==> src/rtl/mux_pkg.sv <==
// Shared definitions for the registered stream multiplexer.
// Holds mode encodings and the rotate-priority pick function.
package mux_pkg;

  localparam logic MODE_FIXED = 1'b0;
  localparam logic MODE_RR    = 1'b1;
  localparam int   MAX_N      = 16;

  typedef struct packed {
    logic       found;
    logic [3:0] idx;
  } pick_t;

  function automatic pick_t rr_pick(
    input logic [MAX_N-1:0] valid,
    input logic [3:0]       ptr,
    input int               n
  );
    pick_t p;
    int    j;
    p = '0;
    for (int k = 0; k < MAX_N; k++) begin
      j = int'(ptr) + k;
      if (j >= n) j -= n;
      if (k < n && !p.found && valid[4'(j)]) begin
        p.found = 1'b1;
        p.idx   = 4'(j);
      end
    end
    return p;
  endfunction

endpackage

==> src/rtl/mux_rr_stream_pick.sv <==
// Rotate-priority encoder: first valid channel at or after ptr.
// Purely combinational so it can be exercised on its own.
module rr_priority_pick
  import mux_pkg::*;
#(
  parameter  int N    = 8,
  localparam int SELW = $clog2(N)
) (
  input  logic [N-1:0]    in_valid,
  input  logic [SELW-1:0] ptr,
  output logic [SELW-1:0] idx,
  output logic            found
);

  pick_t p;

  always_comb begin
    p     = rr_pick(16'(in_valid), 4'(ptr), N);
    idx   = SELW'(p.idx);
    found = p.found;
  end

endmodule

==> src/rtl/mux_rr_stream.sv <==
// N-channel valid/ready mux with fixed-select or round-robin grant
// feeding one output register that refills in the cycle it drains.
module mux_rr_stream
  import mux_pkg::*;
#(
  parameter  int N     = 8,
  parameter  int WIDTH = 8,
  localparam int SELW  = $clog2(N)
) (
  input  logic                 clk,
  input  logic                 rst,
  input  logic                 mode,
  input  logic [SELW-1:0]      sel,
  input  logic [N-1:0]         in_valid,
  input  logic [N*WIDTH-1:0]   in_data,
  output logic [N-1:0]         in_ready,
  output logic                 out_valid,
  output logic [WIDTH-1:0]     out_data,
  output logic [SELW-1:0]      out_ch,
  input  logic                 out_ready
);

  localparam int VW = 1 << SELW;

  logic [SELW-1:0] ptr;
  logic [SELW-1:0] rr_idx;
  logic            rr_found;
  logic [SELW-1:0] grant;
  logic            granted;
  logic            load;
  logic            xfer;
  logic [VW-1:0]   vpad;

  // Padding lets sel index safely even when sel >= N.
  assign vpad = VW'(in_valid);

  rr_priority_pick #(.N(N)) u_pick (
    .in_valid (in_valid),
    .ptr      (ptr),
    .idx      (rr_idx),
    .found    (rr_found)
  );

  always_comb begin
    grant   = '0;
    granted = 1'b0;
    if (mode == MODE_RR) begin
      grant   = rr_idx;
      granted = rr_found;
    end else if (int'(sel) < N && vpad[sel]) begin
      grant   = sel;
      granted = 1'b1;
    end
  end

  assign load     = !out_valid || out_ready;
  assign xfer     = !rst && load && granted;
  assign in_ready = xfer ? N'(1) << grant : '0;

  always_ff @(posedge clk) begin
    if (rst) begin
      out_valid <= 1'b0;
      out_data  <= '0;
      out_ch    <= '0;
      ptr       <= '0;
    end else if (load) begin
      out_valid <= granted;
      if (granted) begin
        out_data <= in_data[grant*WIDTH +: WIDTH];
        out_ch   <= grant;
        if (mode == MODE_RR)
          ptr <= (grant == SELW'(N-1)) ? '0 : grant + 1'b1;
      end
    end
  end

endmodule

==> config.mk <==
export PLATFORM = sky130hd
export DESIGN_NAME = mux_rr_stream
export DESIGN_NICKNAME = d
export VERILOG_FILES = /design/src/rtl/mux_pkg.sv /design/src/rtl/mux_rr_stream_pick.sv /design/src/rtl/mux_rr_stream.sv
export SDC_FILE = /design/constraint.sdc
export NUM_CORES = 1
export LEC_CHECK = 0
export BUFFER_PORTS_ARGS = -buffer_cell sky130_fd_sc_hd__buf_2
export CAP_MARGIN = 20
export CORE_UTILIZATION = 35
export CTS_CLUSTER_SIZE = 14
export DETAILED_ROUTE_END_ITERATION = 10
export HOLD_SLACK_MARGIN = 0.15
export PLACE_DENSITY = 0.65
export REMOVE_ABC_BUFFERS = 1
export SETUP_SLACK_MARGIN = 0.4
export SLEW_MARGIN = 20
export SYNTH_ARGS = -nofsm -noshare
export SYNTH_HDL_FRONTEND = slang
export SYNTH_HIERARCHICAL = 1
export SYNTH_SLANG_ARGS = --single-unit
==> constraint.sdc <==
create_clock -name clk -period 5.9 [get_ports clk]
set_clock_uncertainty 0.1 [all_clocks]
set_input_delay 0.59 -clock clk [delete_from_list [all_inputs] [get_ports clk]]
set_output_delay 0.59 -clock clk [all_outputs]
set_load 0.01 [all_outputs]
### Word level (Yosys, flattened, before mapping)

Cells that the tools add are included.

* output and inout bits: 20
* input port bits: 79
* flip-flop bits (word level): 15

* reductions and logical operators: 21
* add/subtract/negate cells: 16
* equal/unequal tests: 1
* shift-type cells: 2
* muxes and demuxes: 48
* order comparisons: 17

Operators with widths (count)
* 32-bit by 5-bit greater-or-equal comparator with 1-bit output, second input constant: 7
* 64-bit by 7-bit variable part select with 8-bit output: 1
* 4-bit by 6-bit less-than comparator with 1-bit output, second input constant: 8
* 5-bit two-way mux: 8
* 1-bit binary-select mux with 4-bit select: 8
* 4-bit two-way mux: 8
* 4-bit subtractor, second input constant: 7
* 1-bit two-way mux: 19
* 3-bit by 3-bit adder with 4-bit output, second input constant: 4
* 1-bit logical AND: 9
* 1-bit logical NOT: 9
* 3-bit two-way mux: 3
* 3-bit by 2-bit adder with 4-bit output, second input constant: 2
* 8-bit two-way mux: 1
* 1-bit by 3-bit left shift with 8-bit output, first input constant: 1
* 3-bit by 1-bit adder with 4-bit output, second input constant: 1
* 3-bit by 4-bit greater-or-equal comparator with 1-bit output, second input constant: 1
* 3-bit by 4-bit less-than comparator with 1-bit output, second input constant: 1
* 3-bit by 4-bit subtractor with 4-bit output, second input constant: 1
* 3-bit by 1-bit adder with 3-bit output, second input constant: 1
* 1-bit binary-select mux with 3-bit select: 1
* 3-bit equality test, second input constant: 1
* 3-bit AND reduction: 1
* 2-bit AND reduction: 1
* 1-bit logical OR: 1

### Depth between registers and ports, before layout

* depth in word-level cells: 30
* depth in mapped cells: 23

### Cells and area by module

Netlist, hierarchy kept.

Modules (own cells, without submodules)
* mux_rr_stream: sequential area each 300.3 um^2, area each 1784.2 um^2, instances 1, cells each 262
* rr_priority_pick: sequential area each 0.0 um^2, area each 1328.8 um^2, instances 1, cells each 136

### Worst setup path before layout

No wires, ideal clock.

* path kind: register to output
* from: register ptr[1]
* to: output port in_ready[3]
* cell stages (with the launch flop): 19
* slack: 976 ps
* arrival: 4234 ps
* cell sequence: dfxtp_1 -> buf_6 -> clkbuf_1 -> inv_1 -> ha_1 -> clkbuf_1 -> mux4_2 -> mux2_2 -> nor3_2 -> or3b_1 -> a31oi_1 -> and2_1 -> clkbuf_1 -> clkbuf_1 -> nor2_1 -> inv_1 -> ha_1 -> inv_1 -> nor2_1

* cells in the longest elaborated chain, start to end: 30

Ends and longest elaborated chain
* from (decl): RTL line mux_rr_stream.sv:25 `logic [SELW-1:0] ptr;`
* from (signal assigned): RTL line mux_rr_stream.sv:72 `ptr <= (grant == SELW'(N-1)) ? '0 : grant + 1'b1;`
* parallel branches: the longest is 26 deep, another holds 32-bit by 5-bit greater-or-equal comparator with 1-bit output
* 5-bit two-way mux (*): RTL line mux_pkg.sv:25 `if (k < n && !p.found && valid[4'(j)]) begin`
* named net rr_idx[0]: RTL line mux_rr_stream.sv:26 `logic [SELW-1:0] rr_idx;`
* 3-bit two-way mux (*): RTL line mux_rr_stream.sv:47 `if (mode == MODE_RR) begin`
* 1-bit by 3-bit left shift with 8-bit output (*): RTL line mux_rr_stream.sv:58 `assign in_ready = xfer ? N'(1) << grant : '0;`
* 8-bit two-way mux (*): RTL line mux_rr_stream.sv:58
* to (decl): RTL line mux_rr_stream.sv:16 `output logic [N-1:0] in_ready,`

Mark *: on every way through the listed nets, which the timed path passes. The select of a mux whose other input is x is not followed.

### Worst setup path in the final report

* from: register ptr[0]
* to: output port in_ready[3]

Same word-level chain as after synthesis.

==> results.py <==
metrics = {
    "routing": {
        "antenna_left": 0,
        "vias": 3604,
        "drt-vias-per-instance": 6.30,
        "wl_per_cell_um": 17.7,
        "drc": 0,
        "drt_wl_total_um": 10100,
        "firstDrtPassIters": 6,
        "drt-initial-drc-count": 275,
    },
    "global_route": {
        "grt_usage_pct": 21.8,
        "globalRouteOverflowTotal": 0,
        "grt_pass1_wl_um": 16200,
        "antenna_found_initial": 0,
        "grt_pass1_vias": 3384,
        "grt_max_degree": 41,
    },
    "final_layout": {
        "final_net_count": 548,
        "layout-drive-gt1-share_pct": 31.7,
        "fillerInstances": 913,
        "final_cells": 572,
        "syn_to_final_growth_pct": 16.4,
        "final_area_mm2": 0.00362,
        "antenna_cells": 0,
    },
    "clock_network": {
        "cts-root-buf": "clkbuf_8",
        "cts_buffers": 3,
        "cts_resized": 0,
        "cts_tree": "done",
        "clkTransAtPathRegs_ps": 70,
        "clk_latency_ps": 250,
        "post_cts_buffers": 0,
        "cts.path.max_buffers": 2,
        "clock_sinks": 15,
        "cts_hold_buf": 0,
        "htreeDepth": 1,
    },
    "run": {
        "drv_cap": 0,
    },
    "sta": {
        "final_hold_viol_count": 0,
        "fmax_mhz": 198,
        "setup_viol": 0,
        "worstMarginPinSlew_ps": 963,
        "period_share_pct": 85.5,
        "slew_headroom_pct": 35.6,
        "rsz0062_at_grt": "false",
        "slew_viol_final": 0,
        "fin_crit_ps": 5050,
    },
    "setup_path": {
        "crit_required_ps": 5210,
        "worstPathArrival_ps": 4360,
        "critPathLaunchType": "flop",
        "worstSetupPathType": "reg -> out",
        "r2r_cells": 13,
        "cp_max_fo": 29,
        "end_kind": "output port",
    },
    "place": {
        "placed_cell_area_mm2": 0.00357,
        "dpl.cell_count": 568,
        "dp_hpwl_um": 7300,
        "globalplace.congestion": 0.947,
        "port_buffers": 98,
    },
    "logic_synthesis": {
        "yosysMostFrequentCell": "nand2_1",
        "ys_seq_elements": 15,
        "synthArstFlopShare_pct": 0,
        "synth_area_leaders": "mux4_2, dfxtp_1, mux2i_1",
        "syn-mean-instance-area_um2": 7.82,
        "synth.distinct_cells": 60,
        "synth_edf_count": 0,
        "yosysTopAreaCellShare_pct": 10.1,
        "yosysWarnings": 6,
        "yosysSeqAreaShare_pct": 9.65,
        "synth_area_mm2": 0.00311,
        "synth_cells": 398,
        "ys.flop_type": "dfxtp_1",
        "synth_common_cells": "nand2_1, mux2i_1, nor3_1",
        "yosysTopAreaCell": "mux4_2",
    },
    "floorplan": {
        "die_area_mm2": 0.00928,
        "initial_core_util_pct": 35.9,
        "ios": 99,
        "core-area_mm2": 0.00868,
        "die_w_um": 96.3,
        "dieHeight_um": 96.3,
        "num_rows": 34,
    },
    "status": {
        "status": "finished clean",
    },
    "pwr": {
        "ir_drop_mv": 0.115,
        "p_leak_nw": 1.44,
        "powerDensity_mw_per_mm2": 284,
    },
    "worst_hold_path": {
        "min_path_type": "reg -> reg",
        "hold_depth": 2,
    },
}
## cell type report
| type | instances | area [um^2] | area share, % |
|---|---|---|---|
| clock buffer | 4 | 45.0 | 1.24 |
| inverter | 9 | 33.8 | 0.932 |
| multi-input combinational | 326 | 2530 | 69.8 |
| sequential | 15 | 300 | 8.28 |
| tap | 108 | 135 | 3.73 |
| timing repair buffer | 110 | 581 | 16.0 |
## final timing paths
kind / endpoint / slack (ps) / startpoint
worst max-delay path: in_ready[3] / 850 / ptr[0]
worst min-delay path: out_data[1] / 390 / out_data[1]
worst min register to register: out_data[1] / 390 / out_data[1]
worst max register to register: out_data[6] / 1200 / ptr[0]
## metal layers
metal  wire (um)  global-route usage (%)  part of all wire (%)  up-vias
li1            -                       -                     -     1681
met1        4260                    28.8                    42     1714
met2        4880                    35.8                    48      187
met3         880                    4.27                   8.7       22
met4         134                    6.62                   1.3        0
met5           0                       0                     0        -
## registers in the layout (all words and copies together), names as in the netlist
name / count
out_valid: 1
out_data: 8
out_ch: 3
ptr: 3
## stage by stage
step	setup slack (ps)	TNS (ps)	hold WS (ps)	total power, mW	util, %
after global placement	977	0	361	0.924	41.2
after detailed placement	849	0	365	0.929	41.2
after CTS	559	0	384	1.02	41.7
after floorplan	-199	-576	406	0.698	-
final	853	0	387	1.03	41.8
after global routing	493	0	396	1.12	41.8
## cell usage in the layout (no fill, tap or decap), types with 3 or more instances in the layout
cell / n
mux2_1: 4
nor2b_1: 4
a21oi_1: 12
a31oi_1: 13
nand3b_1: 10
a22oi_1: 4
nor2_1: 18
mux2_2: 3
ha_1: 4
mux4_2: 14
a211oi_1: 7
a311oi_1: 7
nand2_1: 42
o221ai_1: 5
buf_2: 98
a311o_1: 6
o21ai_0: 17
clkbuf_8: 3
nor3b_1: 14
o211ai_1: 6
inv_1: 8
nor3_1: 25
or3_1: 3
dfxtp_1: 15
buf_4: 12
a211o_1: 12
mux2i_1: 26
nand4_1: 8
nand3_1: 22
## kinds of logic (layout without fill, tap and decap cells)
logic type / count (synthesis) / after routing / synth area share [%]
AND/OR/NAND/NOR: 157 / 157 / 26.4
adder cells (fa/ha/maj): 4 / 4 / 1.61
buffers and inverters: 57 / 123 / 9.45
multiplexers: 50 / 50 / 23.4
XOR/XNOR: 2 / 2 / 0.804
AO/OA/AOI/OAI: 113 / 113 / 28.7
flip-flops: 15 / 15 / 9.65
## worst max-delay path, cell delays in order, from the launching register on
cell	delay, ps
dfxtp_1	310
buf_4	240
ha_1	430
xnor2_2	580
mux2_2	410
a41o_1	290
and2_1	190
o21ai_0	80
a31oi_1	130
and2_1	200
nor2_1	450
inv_1	200
ha_1	240
inv_1	110
nor2_1	60
buf_2	160
## power breakdown
part	switching, mW	internal, mW
clock	0.0399	0.0479
combinational	0.472	0.328
sequential	0.0147	0.128
No activity file was read; power rests on OpenSTA's default activity.
